==> config.mk <==
export PLATFORM = sky130hd
export DESIGN_NAME = pulse_stretcher_vector
export DESIGN_NICKNAME = d
export VERILOG_FILES = /design/src/rtl/pulse_stretcher_vector_pkg.sv /design/src/rtl/pulse_stretcher.sv /design/src/rtl/pulse_stretcher_vector.sv
export SDC_FILE = /design/constraint.sdc
export NUM_CORES = 1
export LEC_CHECK = 0
export ABC_AREA = 0
export CORE_MARGIN = 4
export CORE_UTILIZATION = 30
export DETAILED_ROUTE_END_ITERATION = 7
export DONT_BUFFER_PORTS = 1
export PLACE_DENSITY = 0.5
export RECOVER_POWER = 50
export SLEW_MARGIN = 20
export SYNTH_ARGS = -nofsm -noshare
export SYNTH_HDL_FRONTEND = slang
export SYNTH_SLANG_ARGS = --single-unit
==> constraint.sdc <==
create_clock -name clk_ps -period 2.56 [get_ports clk_ps]
set_input_delay 0.128 -clock clk_ps [delete_from_list [all_inputs] [get_ports clk_ps]]
set_output_delay 0.128 -clock clk_ps [all_outputs]
set_load 0.01 [all_outputs]
==> src/rtl/pulse_stretcher_vector_pkg.sv <==
// Shared definitions for the pulse stretcher and other button/LED helpers:
// per-channel state encoding and the hold-counter width rule.
package pulse_stretcher_vector_pkg;

   typedef enum logic {
      ST_IDLE = 1'b0,
      ST_HOLD = 1'b1
   } ps_state_e;

   // Down-counter width for a hold of hold_cycles clocks (never narrower than 1 bit).
   function automatic int cnt_w(input int hold_cycles);
      int w;
      w = $clog2(hold_cycles);
      return (w < 1) ? 1 : w;
   endfunction

endpackage

==> src/rtl/pulse_stretcher.sv <==
// Single-channel stretcher: turns an active-low strobe into an active-low level
// held for HOLD_CYCLES clocks, using a down-counter with terminal-count compare.
//
// state   | meaning
// --------+--------------------------------------------------------------
// ST_IDLE | output high, waiting for a low sample on pulse_n
// ST_HOLD | output low, counter counting down to 0 (0 = last low cycle)
module pulse_stretcher
   import pulse_stretcher_vector_pkg::*;
#(
   parameter int HOLD_CYCLES = 16,
   parameter bit RETRIGGER   = 1'b1
) (
   input  logic clk_ps,
   input  logic reset_n,
   input  logic pulse_n,
   output logic stretched_n,
   output logic busy_next
);

   localparam int               CNT_W  = cnt_w(HOLD_CYCLES);
   localparam logic [CNT_W-1:0] RELOAD = CNT_W'(HOLD_CYCLES - 1);

   ps_state_e        state_q, state_d;
   logic [CNT_W-1:0] cnt_q, cnt_d;
   logic             stretched_n_q, stretched_n_d;
   logic             pulse;
   logic             cnt_tc;

   assign pulse  = ~pulse_n;
   assign cnt_tc = (cnt_q == '0);

   always_comb begin
      state_d = state_q;
      cnt_d   = cnt_q;
      unique case (state_q)
         ST_IDLE: begin
            if (pulse) begin
               state_d = ST_HOLD;
               cnt_d   = RELOAD;
            end
         end
         ST_HOLD: begin
            if (!cnt_tc) begin
               if (pulse && RETRIGGER) cnt_d = RELOAD;
               else                    cnt_d = cnt_q - CNT_W'(1);
            end else if (pulse) begin
               // re-arm at expiry in both modes so there is no one-cycle high gap
               cnt_d = RELOAD;
            end else begin
               state_d = ST_IDLE;
            end
         end
         default: begin
            state_d = ST_IDLE;
            cnt_d   = '0;
         end
      endcase
      stretched_n_d = (state_d != ST_HOLD);
   end

   always_ff @(posedge clk_ps or negedge reset_n) begin
      if (!reset_n) begin
         state_q       <= ST_IDLE;
         cnt_q         <= '0;
         stretched_n_q <= 1'b1;
      end else begin
         state_q       <= state_d;
         cnt_q         <= cnt_d;
         stretched_n_q <= stretched_n_d;
      end
   end

   assign stretched_n = stretched_n_q;
   assign busy_next   = (state_d == ST_HOLD);

endmodule

==> src/rtl/pulse_stretcher_vector.sv <==
// Vector of independent pulse stretchers plus a registered "any channel holding"
// flag built from next-state so it lines up with the stretched outputs.
module pulse_stretcher_vector
   import pulse_stretcher_vector_pkg::*;
#(
   parameter int SIGNAL_BIT_WIDTH = 8,
   parameter int HOLD_CYCLES      = 16,
   parameter bit RETRIGGER        = 1'b1
) (
   input  logic                        clk_ps,
   input  logic                        reset_n,
   input  logic [SIGNAL_BIT_WIDTH-1:0] pulses_n,
   output logic [SIGNAL_BIT_WIDTH-1:0] signals_stretched_n,
   output logic                        busy_any
);

   logic [SIGNAL_BIT_WIDTH-1:0] busy_next;
   logic                        busy_any_q, busy_any_d;

   if (SIGNAL_BIT_WIDTH < 1) begin : g_bad_width
      $error("pulse_stretcher_vector: SIGNAL_BIT_WIDTH must be >= 1");
   end
   if (HOLD_CYCLES < 1) begin : g_bad_hold
      $error("pulse_stretcher_vector: HOLD_CYCLES must be >= 1");
   end

   for (genvar i = 0; i < SIGNAL_BIT_WIDTH; i++) begin : g_ch
      pulse_stretcher #(
         .HOLD_CYCLES (HOLD_CYCLES),
         .RETRIGGER   (RETRIGGER)
      ) u_ch (
         .clk_ps      (clk_ps),
         .reset_n     (reset_n),
         .pulse_n     (pulses_n[i]),
         .stretched_n (signals_stretched_n[i]),
         .busy_next   (busy_next[i])
      );
   end

   always_comb begin
      busy_any_d = |busy_next;
   end

   always_ff @(posedge clk_ps or negedge reset_n) begin
      if (!reset_n) busy_any_q <= 1'b0;
      else          busy_any_q <= busy_any_d;
   end

   assign busy_any = busy_any_q;

endmodule

Yosys cells after proc, flatten, opt, wreduce, memory -nomap -nowiden. Index checks and enable logic that the tools add are counted.

Register bits: 49. Bits of input ports: 10. Output and inout bits: 9.

Add/sub/neg operators: 8. Mux-type cells: 56. Bitwise logic cells: 16. Reductions and logical operators: 9.

Operators with widths (number): $mux W4 (24); $pmux W4 S2 (8); $logic_not A4 Y1 (8); $sub A4 B1 Y4 const B (8); $mux W1 (16); $not A1 Y1 (16); $pmux W1 S2 (8); $reduce_or A8 Y1 (1).

Logic depth before layout (Yosys ltp).
Word-level depth: 4. Mapped depth: 5.

By module. A second synthesis with hierarchy kept.

Cells, all modules: 220. Area, all modules: 2353.5 um^2.

By module, submodules not included: pulse_stretcher (times used 8, cells each 27, area an instance 289.0 um^2, sequential area each 151.4 um^2); pulse_stretcher_vector (times used 1, cells each 4, area an instance 41.3 um^2, sequential area each 25.0 um^2).

Worst setup path before layout. Ideal clock, no wire load.

Path kind: reg2reg. Start: register g_ch[1].u_ch.cnt_q[0]. End: register busy_any_q (netlist: busy_any). Setup time: 0.139 ns. Arrival time: 1.453 ns. Data required time: 2.421 ns. Setup slack: 0.969 ns. Cell stages (with the launch flop): 6. Path buffers: 0. Clock period less this slack: 1.591 ns. Cell sequence: dfrtp_1 > inv_1 > ha_1 > nor3b_2 > o221ai_1 > or4_1.

Longest elaborated chain between the ends: 4.

Ends and longest elaborated chain: start: declaration (RTL line pulse_stretcher.sv:25) `logic [CNT_W-1:0] cnt_q, cnt_d;`; start signal: assignment (RTL line pulse_stretcher.sv:69) `cnt_q <= cnt_d;`; $logic_not A4 Y1 (RTL line pulse_stretcher.sv:31) `assign cnt_tc = (cnt_q == '0);`; $mux W1 (RTL line pulse_stretcher.sv:44) `if (!cnt_tc) begin`; $pmux W1 S2 (RTL line pulse_stretcher.sv:36) `unique case (state_q)`; $reduce_or A8 Y1 (RTL line pulse_stretcher_vector.sv:41) `busy_any_d = |busy_next;`; net busy_any_d (RTL line pulse_stretcher_vector.sv:18) `logic busy_any_q, busy_any_d;`; end signal: assignment (RTL line pulse_stretcher_vector.sv:46) `else busy_any_q <= busy_any_d;`; end: declaration (RTL line pulse_stretcher_vector.sv:18).

The timed path passes the listed nets, and every way through them passes these cells.

Final worst setup path. Ends and elaborated chain as after synthesis.

==> run metrics <==
outcome=finished clean; largest family of logic cells by synthesized area=simple AND/OR/NAND/NOR gates; Crit path largest cell delay=0.53 ns; fmax=0.5623 GHz; met1 wire length=2.291 mm; Sequential Power Share=52.1%; crit path cell chain=inv_1 > ha_1 > nor3b_2 > o221ai_1 > or4_1; Starting Density=31.12%; WL/cell=12.67 um; Cell Area, Synth=2417 um2; Num CTS Buffers=5; Pleak=1.142 nW; register area share after synthesis=51.14%; Mean Syn Cell Area=10.16 um2; final non-filler cell total=350; clock latency on the worst-skew pair=0.30 ns; post_cts resized=0; hold_buf cts=10; post-route setup TNS=0 ns; CP delay by family, top=simple AND/OR/NAND/NOR gates; sw power=0.3516 mW; FF-to-FF End=busy_any$_DFF_PN0_; WP data required=2.74 ns; cell internal pwr=1.243 mW; CP max FO=5; area delta synth->final=12.27%; MaxCap Viol Count=0; clock power share=40.9%; H-tree depth=2; hold slack=0.01782 ns; detailed router's first-iteration violation count=75; Min-Delay Startpoint=pulses_n[5]; Clock Tree Buf Depth=2; antenna violations before repair=0; Worst Max-Slew Pin Slew=1.191 ns; Nets=265; Post-Synthesis Net Count=256; critical path arrival=1.96 ns; post-synthesis mux area share=3.313%; Synth Area in Compound Gates=11.39%; Final Cycle Share=69.47%; FILL cells=802; number of flops mapped to enable cells by yosys=0; Die W=97.77 um; met3 routed WL=150 um; Final Hold Viols=0; Post-DP HPWL=3.015 mm; Die ar.=9558 um2; GRT Total Usage=10.03%; top post-synthesis cells by area=dfrtp_1 (42%), dfstp_2 (8.7%), nand2_1 (5.0%), inv_1 (4.3%), ha_1 (4.1%); unrepaired setup endpoints after global routing=false; Initial DRT Pass Iterations=4; Routability Congestion=0.7361; CTS Root Cell=clkbuf_8; Vias/cell=4.720; pre-CTS setup slack=0.7892 ns; FP Rows=32; vias in the first global route=1,587; simple-gate area share of the yosys netlist=23.19%; endpoint class of the critical path=flip-flop; Overflow after GRT=0; count of pins over their slew limit=0; largest net degree at the start of global routing=50; CTS tree=yes; clk sinks=49; crit path max-delay cell type=or4_1; Power Density=587.4 nW/um2; via count=1,652; Worst slew margin=20.62%; worst reg2reg path depth=5; share of the synthesized area in the top cell type=42.44%; Detail Route Antenna Nets=0; clk slew on worst S/H paths=0.10 ns; Bufs and invs on worst path=1; Logic pwr share=7.0%; WHS Path Cells=2; uppermost layer routed=met4; core area=7767 um2; crit path kind=reg2reg; peak supply drop=0.0002145 V; Setup Skew=0.009609 ns; Net Sw Frac=22.05%; worst r2r src=g_ch[1].u_ch.cnt_q[0]$_DFF_PN0_; share of cells above drive strength 1=8.468%; adder-cell share of the synthesized area=4.141%; Port Buffers=0; Synth Flop Type=dfrtp_1; Power, Total=1.594 mW; Netlist cell types=27; final worst slack=0.7817 ns; I/O Pins=19; Hold Path Class=in2reg; Post-synth ARST share=100.0%; drt total wl=4.433 mm; hold path endpoint=busy_any$_DFF_PN0_; min cycle time layout=1.778 ns; first-pass GRT wire length=7.969 mm; crit path launch type=flip-flop; Die Span Y=97.77 um; Yosys top cell by area=dfrtp_1; commonest cells after routing, fill and taps aside=dfrtp_1 (41), nand2_1 (32), inv_1 (28), o21ai_0 (14), o211ai_1 (10); DR DRC count=0; reg2reg setup slack=0.78 ns; Yosys warning total=0; met2 wire len=1.963 mm; Final setup viols=0; most common cell after layout, fill and taps aside=dfrtp_1; placed insts=332; setup bufs post-CTS=0; number of synthesized register bits=49; Post-Synth XOR/XNOR Area=0%; n_diodes=0; cell count after synthesis=238
## cell usage after synthesis, drive strengths merged (8+ instances only)
cell type / instances
o21ai: 16
buf: 8
dfrtp: 41
inv: 28
nor2: 8
nor3: 8
dfstp: 8
nand3: 8
ha: 8
nor4b: 8
nor3b: 8
nand2: 32
mux2i: 8
o211ai: 10
## power groups by stage
stage,sequential (mW),clock [mW],combinational [mW]
floorplan,0.839,0,0.0670
global placement,0.846,0,0.0772
detailed placement,0.846,0,0.0778
CTS,0.831,0.676,0.119
global route,0.837,0.718,0.132
finish,0.831,0.652,0.111
## worst reg2reg max path: cells and delay by family (launching register included)
kind            cells  cell delay (ns)
simple gates        2             0.79
compound gates      1             0.15
buf+inv             1             0.08
flops               1             0.41
fa+ha+maj           1             0.22
## routing by layer
| metal | global-route usage (%) | vias up |
|---|---|---|
| met5 | 0 | - |
| met4 | 2.556 | 0 |
| met3 | 3.143 | 2 |
| met2 | 14.60 | 26 |
| met1 | 14.50 | 780 |
| li1 | - | 844 |
## metrics by stage
| step | cell area, um2 | utilization (%) |
|---|---|---|
| 2_1_floorplan | 2417 | - |
| 3_3_place_gp | 2485 | 31.99 |
| 3_5_place_dp | 2485 | 31.99 |
| 4_1_cts | 2736 | 35.23 |
| 5_1_grt | 2714 | 34.94 |
| 6_report | 2714 | 34.94 |
## registers in the layout, indices dropped and copies added, names as in the netlist
signal	cells
busy_any	1
g_ch.u_ch.cnt_q	32
g_ch.u_ch.stretched_n	8
g_ch.u_ch.state_q	8
## cells by family after synthesis
family / after synthesis
AOI/OAI and AO/OA: 42
adders and majority gates: 8
buffers and inverters: 36
DFF: 49
muxes: 8
and+or+nand+nor: 95
## worst max-delay path by stage
stage          cells after the start                  to                            start
2_1_floorplan                      5  busy_any$_DFF_PN0_  g_ch[1].u_ch.cnt_q[0]$_DFF_PN0_
3_3_place_gp                       5  busy_any$_DFF_PN0_  g_ch[7].u_ch.cnt_q[0]$_DFF_PN0_
3_5_place_dp                       5  busy_any$_DFF_PN0_  g_ch[7].u_ch.cnt_q[0]$_DFF_PN0_
4_1_cts                            5  busy_any$_DFF_PN0_  g_ch[7].u_ch.cnt_q[0]$_DFF_PN0_
5_1_grt                            5  busy_any$_DFF_PN0_  g_ch[7].u_ch.cnt_q[0]$_DFF_PN0_
6_report                           5  busy_any$_DFF_PN0_  g_ch[1].u_ch.cnt_q[0]$_DFF_PN0_
## cell type report
cell class	instances	area, um2	area share (%)
well taps	102	127.6	4.703
clock inverters	3	65.06	2.397
flip-flops and latches	49	1236	45.55
repair buffers	10	95.09	3.504
inverters	28	105.1	3.873
clock buffers	5	68.82	2.536
multi-input cells	153	1016	37.44
(Power assumes the default switching activity.)
